--- src/rtl/ese507_pkg.sv ---
// ---------------------------------------------------------------
// ese507_pkg : shared defaults and sizing helpers   | rev 1.0
// ---------------------------------------------------------------
`default_nettype none

package ese507_pkg;

  localparam int OUTW_DEFAULT        = 24;
  localparam int OFIFO_DEPTH_DEFAULT = 19;

  // Width needed to hold an occupancy of 0..depth inclusive.
  function automatic int cnt_width(input int depth);
    return $clog2(depth + 1);
  endfunction

endpackage

`default_nettype wire

--- src/rtl/fifo_ram_2p.sv ---
// ---------------------------------------------------------------
// fifo_ram_2p : 1W/1R RAM, registered read, write bypass | rev 1.0
// ---------------------------------------------------------------
`default_nettype none

module fifo_ram_2p #(
  parameter int WIDTH = 25,
  parameter int SIZE  = 19,
  localparam int AW   = (SIZE > 1) ? $clog2(SIZE) : 1
) (
  input  logic             clk,
  input  logic             i_we,
  input  logic [AW-1:0]    i_waddr,
  input  logic [WIDTH-1:0] i_wdata,
  input  logic [AW-1:0]    i_raddr,
  output logic [WIDTH-1:0] o_rdata
);

  logic [WIDTH-1:0] r_mem [SIZE];
  logic [WIDTH-1:0] r_rdata;

  // A read of the address being written returns the new word.
  always_ff @(posedge clk) begin
    if (i_we) begin
      r_mem[i_waddr] <= i_wdata;
    end
    if (i_we && (i_waddr == i_raddr)) begin
      r_rdata <= i_wdata;
    end else begin
      r_rdata <= r_mem[i_raddr];
    end
  end

  assign o_rdata = r_rdata;

endmodule

`default_nettype wire

--- src/rtl/fifo_out_flex.sv ---
// ---------------------------------------------------------------
// fifo_out_flex : FWFT AXI-Stream output FIFO with flags | rev 1.0
// ---------------------------------------------------------------
`default_nettype none

module fifo_out_flex
  import ese507_pkg::*;
#(
  parameter int OUTW      = OUTW_DEFAULT,
  parameter int DEPTH     = OFIFO_DEPTH_DEFAULT,
  parameter int AF_THRESH = DEPTH - 2,
  parameter int AE_THRESH = 1,
  localparam int CNTW     = cnt_width(DEPTH),
  localparam int LOGDEPTH = $clog2(DEPTH)
) (
  input  logic            clk,
  input  logic            reset,
  input  logic            flush,
  input  logic [OUTW-1:0] IN_AXIS_TDATA,
  input  logic            IN_AXIS_TLAST,
  input  logic            IN_AXIS_TVALID,
  output logic            IN_AXIS_TREADY,
  output logic [OUTW-1:0] OUT_AXIS_TDATA,
  output logic            OUT_AXIS_TLAST,
  output logic            OUT_AXIS_TVALID,
  input  logic            OUT_AXIS_TREADY,
  output logic [CNTW-1:0] count,
  output logic            almost_full,
  output logic            almost_empty
);

  localparam logic [CNTW-1:0]     DEPTH_C  = CNTW'(DEPTH);
  localparam logic [CNTW-1:0]     AF_C     = CNTW'(AF_THRESH);
  localparam logic [CNTW-1:0]     AE_C     = CNTW'(AE_THRESH);
  localparam logic [LOGDEPTH-1:0] LAST_PTR = LOGDEPTH'(DEPTH - 1);

  logic [LOGDEPTH-1:0] r_wr_ptr;
  logic [LOGDEPTH-1:0] r_rd_ptr;
  logic [CNTW-1:0]     r_count;
  logic [LOGDEPTH-1:0] w_raddr;
  logic [OUTW:0]       w_ram_rdata;
  logic                w_wr;
  logic                w_rd;

  // Explicit wrap so non-power-of-two depths never index past the end.
  function automatic logic [LOGDEPTH-1:0] ptr_inc(input logic [LOGDEPTH-1:0] p);
    return (p == LAST_PTR) ? '0 : p + LOGDEPTH'(1);
  endfunction

  assign IN_AXIS_TREADY  = (r_count < DEPTH_C) & ~reset & ~flush;
  assign OUT_AXIS_TVALID = (r_count != '0);
  assign w_wr            = IN_AXIS_TVALID & IN_AXIS_TREADY;
  assign w_rd            = OUT_AXIS_TVALID & OUT_AXIS_TREADY;

  // Look ahead on a pop so the next head is registered on the same edge.
  assign w_raddr = w_rd ? ptr_inc(r_rd_ptr) : r_rd_ptr;

  fifo_ram_2p #(
    .WIDTH (OUTW + 1),
    .SIZE  (DEPTH)
  ) u_ram (
    .clk     (clk),
    .i_we    (w_wr),
    .i_waddr (r_wr_ptr),
    .i_wdata ({IN_AXIS_TLAST, IN_AXIS_TDATA}),
    .i_raddr (w_raddr),
    .o_rdata (w_ram_rdata)
  );

  always_ff @(posedge clk or posedge reset) begin
    if (reset) begin
      r_wr_ptr <= '0;
      r_rd_ptr <= '0;
      r_count  <= '0;
    end else if (flush) begin
      r_wr_ptr <= '0;
      r_rd_ptr <= '0;
      r_count  <= '0;
    end else begin
      if (w_wr) begin
        r_wr_ptr <= ptr_inc(r_wr_ptr);
      end
      if (w_rd) begin
        r_rd_ptr <= ptr_inc(r_rd_ptr);
      end
      case ({w_wr, w_rd})
        2'b10:   r_count <= r_count + CNTW'(1);
        2'b01:   r_count <= r_count - CNTW'(1);
        default: r_count <= r_count;
      endcase
    end
  end

  assign OUT_AXIS_TDATA = w_ram_rdata[OUTW-1:0];
  assign OUT_AXIS_TLAST = w_ram_rdata[OUTW];
  assign count          = r_count;
  assign almost_full    = (r_count >= AF_C);
  assign almost_empty   = (r_count <= AE_C);

endmodule

`default_nettype wire

--- config.mk ---
export PLATFORM = sky130hd
export DESIGN_NAME = fifo_out_flex
export DESIGN_NICKNAME = d
export VERILOG_FILES = /design/src/rtl/ese507_pkg.sv /design/src/rtl/fifo_ram_2p.sv /design/src/rtl/fifo_out_flex.sv
export SDC_FILE = /design/constraint.sdc
export NUM_CORES = 1
export LEC_CHECK = 0
export ABC_AREA = 1
export CORE_AREA = 5 5 262 187
export CTS_BUF_LIST = sky130_fd_sc_hd__clkbuf_4 sky130_fd_sc_hd__clkbuf_8 sky130_fd_sc_hd__clkbuf_16
export CTS_CLUSTER_SIZE = 30
export DETAILED_ROUTE_END_ITERATION = 8
export DIE_AREA = 0 0 267 192
export DONT_BUFFER_PORTS = 1
export SLEW_MARGIN = 25
export SYNTH_ARGS = -nofsm -noshare
export SYNTH_HDL_FRONTEND = slang
export SYNTH_SLANG_ARGS = --single-unit
--- constraint.sdc ---
create_clock -name clk -period 7.6 [get_ports clk]
set_input_delay 1.14 -clock clk [delete_from_list [all_inputs] [get_ports clk]]
set_output_delay 1.14 -clock clk [all_outputs]
set_load 0.05 [all_outputs]
==> metrics.cfg <==
[outcome]
status = finished, final reports clean

[power]
p_leak_nw = 8.08
power_frac_seq_pct = 40.7
p_int_mw = 4.84
irDropWorstVdd_v = 0.000214
sw_frac_of_total_pct = 38.5
power.switching_mw = 3.02
pwr-share-clk_pct = 27.8
power.density_mw_per_mm2 = 343
comb_power_share_pct = 31.6

[clock_network]
cts.sinks = 495
post_cts_buffers = 0
clk_latency_ns = 0.55
hold_buffers = 0
root_buffer = clkbuf_16
cts_resized = 0
clk_pin_slew_ns = 0.06
cts_tree = yes
htreeDepth = 2
cts_buffers = 47
cts_buffer_depth = 3

[cells_and_area]
n_fill_cell = 4029
drive_above_1_share_pct = 8.36
final_area_mm2 = 0.0229
nNetsFinal = 1790
syn2layout_area_growth_pct = 11.5
stdcell_count = 2395

[worst_setup_path]
critPathKind = reg -> out
startpoint_type = flop
end_kind = primary output
cp_max_fo = 135
r2r-start = count[2]
critPathCapture = OUT_AXIS_TDATA[14]
cp_data_required_time_ns = 6.46
r2r_slack_ns = 4.70
worst-r2r-cell-count = 9
cp.arrival_ns = 3.83
r2r_end = u_ram.r_mem[13][13]

[synth]
synthFlopType = edfxtp_1
ys_top_cells_by_area = edfxtp_1, nand2_1, nor2_1
post-synth-top-area-fraction_pct = 69.3
yosys_warnings = 0
avgSynthCellArea_um2 = 11.6
synth_nets = 1813
synth_cells = 1773
ys_seq_elements = 495
syn_area_mm2 = 0.0206
synth_edf_count = 475
synth-async-reset-ratio_pct = 3.03
seq_area_frac_synth_pct = 71.6
synth_top_cell_by_area = edfxtp_1
yosys.cell_types.count = 37

[sta]
finalSetupTns_ns = 0
rsz0062_at_grt = no
fin_crit_sh_pct = 65.4
max-slew-margin-rel_pct = 30.5
min_period_ns = 4.97
setup_viol = 0
max_freq_ghz = 0.201
hold_violations = 0
skew_ns = 0.0145
tightest_slew_ns = 1.05
maxSlewViolCount = 0

[die]
core_area_mm2 = 0.0461
start_util_pct = 44.6
dieArea_mm2 = 0.0513
dieWidth_um = 267
rows = 66
top_level_ports = 64
fp.dieH_um = 192

[run]
drv_cap = 0

[place]
portBuffers = 0
place_area_mm2 = 0.0215
hpwl_um = 27800
gp_congestion = 0.740
dp_cells = 2312

[worst_hold_path]
worstHoldPathType = in -> async

[global_routing]
grt_use_total_pct = 19.7
grt-ovfl-total = 0
antenna_found_initial = 0
grt_max_degree = 189
grt_first_pass_wirelength_um = 77500
grt_pass1_vias = 12500

[routing]
drtIter0Drc = 1351
dr.pass1.iters = 5
wl_per_cell_um = 21.3
drtAntennaViolNets = 0
routed_wl_um = 50900
via_count = 13000
viasPerCell = 5.41
drc = 0

==> area by class of cell <==
cell class | count | area, µm² | area share, %
inverters | 47 | 191 | 0.834
diodes | 1 | 2.50 | 0.0109
flip-flops and latches | 495 | 14700 | 64.3
multi-input cells | 1129 | 5190 | 22.6
repair buffers | 30 | 638 | 2.78
well taps | 612 | 766 | 3.34
clock inverters | 20 | 87.6 | 0.382
clock buffers | 61 | 1320 | 5.74
==> cell usage after synthesis, types with 10 or more instances <==
cell      instances
edfxtp_1        475
nand2_1         360
nor2_1          349
nand3_1         189
o21ai_0         130
inv_1            41
buf_2            29
o211ai_1         25
o21ai_1          20
clkbuf_1         18
buf_1            16
buf_6            16
dfrtp_1          15
buf_4            12
clkbuf_2         11
ha_1             10
==> per-stage QoR <==
| step | power [mW] | hold slack (ns) | setup slack, ns | util, % |
|---|---|---|---|---|
| after CTS | 7.91 | 0.541 | 2.60 | 49.7 |
| final | 7.86 | 0.540 | 2.63 | 49.8 |
| after global routing | 8.30 | 0.586 | 2.34 | 49.8 |
| after detailed placement | 5.75 | 0.577 | 3.20 | 46.7 |
| after floorplan | 5.30 | 0.532 | 4.17 | - |
| after global placement | 5.71 | 0.574 | 3.18 | 45.5 |
==> state kept, by name, indices dropped and copies added, names as in the netlist, named ones only <==
register,count
r_rd_ptr,5
u_ram.r_mem,475
r_wr_ptr,5
count,5
==> kinds of logic (layout without fill, tap and decap cells) <==
group | count (synthesis) | count (layout) | share of synthesized area (%)
AOI/OAI and AO/OA | 185 | 185 | 4.85
xor gates and xnor gates | 6 | 6 | 0.255
adders and majority gates | 10 | 10 | 0.608
buffers and inverters | 149 | 158 | 3.81
DFF | 495 | 495 | 71.6
other | 0 | 1 | 0
and+or+nand+nor | 928 | 928 | 18.8
==> power groups by stage <==
stage	Sequential, mW	Clock, mW	Combinational [mW]
2_1_floorplan	3.15	0	2.15
3_3_place_gp	3.26	0	2.46
3_5_place_dp	3.26	0	2.49
4_1_cts	3.20	2.21	2.50
5_1_grt	3.21	2.33	2.76
6_report	3.20	2.18	2.48
==> layout by cell type, fill, tap and decap left out, types with 2 or more instances in the layout <==
cell / instances
nor2_1: 330
o21ai_1: 20
o211ai_1: 25
o21ai_0: 130
dfxtp_1: 2
buf_12: 2
inv_4: 2
xor2_1: 5
dfrtp_1: 15
inv_2: 3
nor2_4: 20
buf_16: 19
clkbuf_4: 12
clkinv_2: 7
clkinv_1: 12
buf_4: 8
nand3_2: 4
nand2_1: 360
nor3_1: 3
nand4_1: 7
a21oi_2: 2
nand2_2: 6
a21oi_1: 7
clkbuf_16: 49
edfxtp_1: 475
ha_1: 10
nand3_1: 189
inv_1: 40
dfxtp_4: 2
nand2_4: 3
==> metal layers <==
layer | up-vias | GRT usage [%] | part of all wire (%)
li1 | 6101 | - | -
met1 | 6372 | 29.1 | 46
met2 | 416 | 31.4 | 46
met3 | 61 | 3.27 | 7.1
met4 | 0 | 3.37 | 1.4
met5 | - | 0 | 0
==> worst min path at each step <==
stage / slack [ns] / depth (start not counted) / from / endpoint
final: 0.54 / 1 / reset / r_rd_ptr[1]
after global routing: 0.59 / 1 / reset / r_rd_ptr[2]
after CTS: 0.54 / 1 / reset / r_rd_ptr[1]
after detailed placement: 0.58 / 2 / r_rd_ptr[1] / flop
after global placement: 0.57 / 2 / r_rd_ptr[1] / flop
after floorplan: 0.53 / 2 / r_rd_ptr[4] / flop
==> worst max-delay path, stage by stage, from the launching register on <==
cell and delay, ns:
dfxtp_4 0.54, inv_6 0.79, buf_4 0.72, nand2_1 0.12, nand2_1 0.09, nand2_1 0.05, nand3_1 0.11, nand3_1 0.14
nand2_1 0.11, nand2_1 0.06, nand2_1 0.41
(Power assumes the default switching activity.)
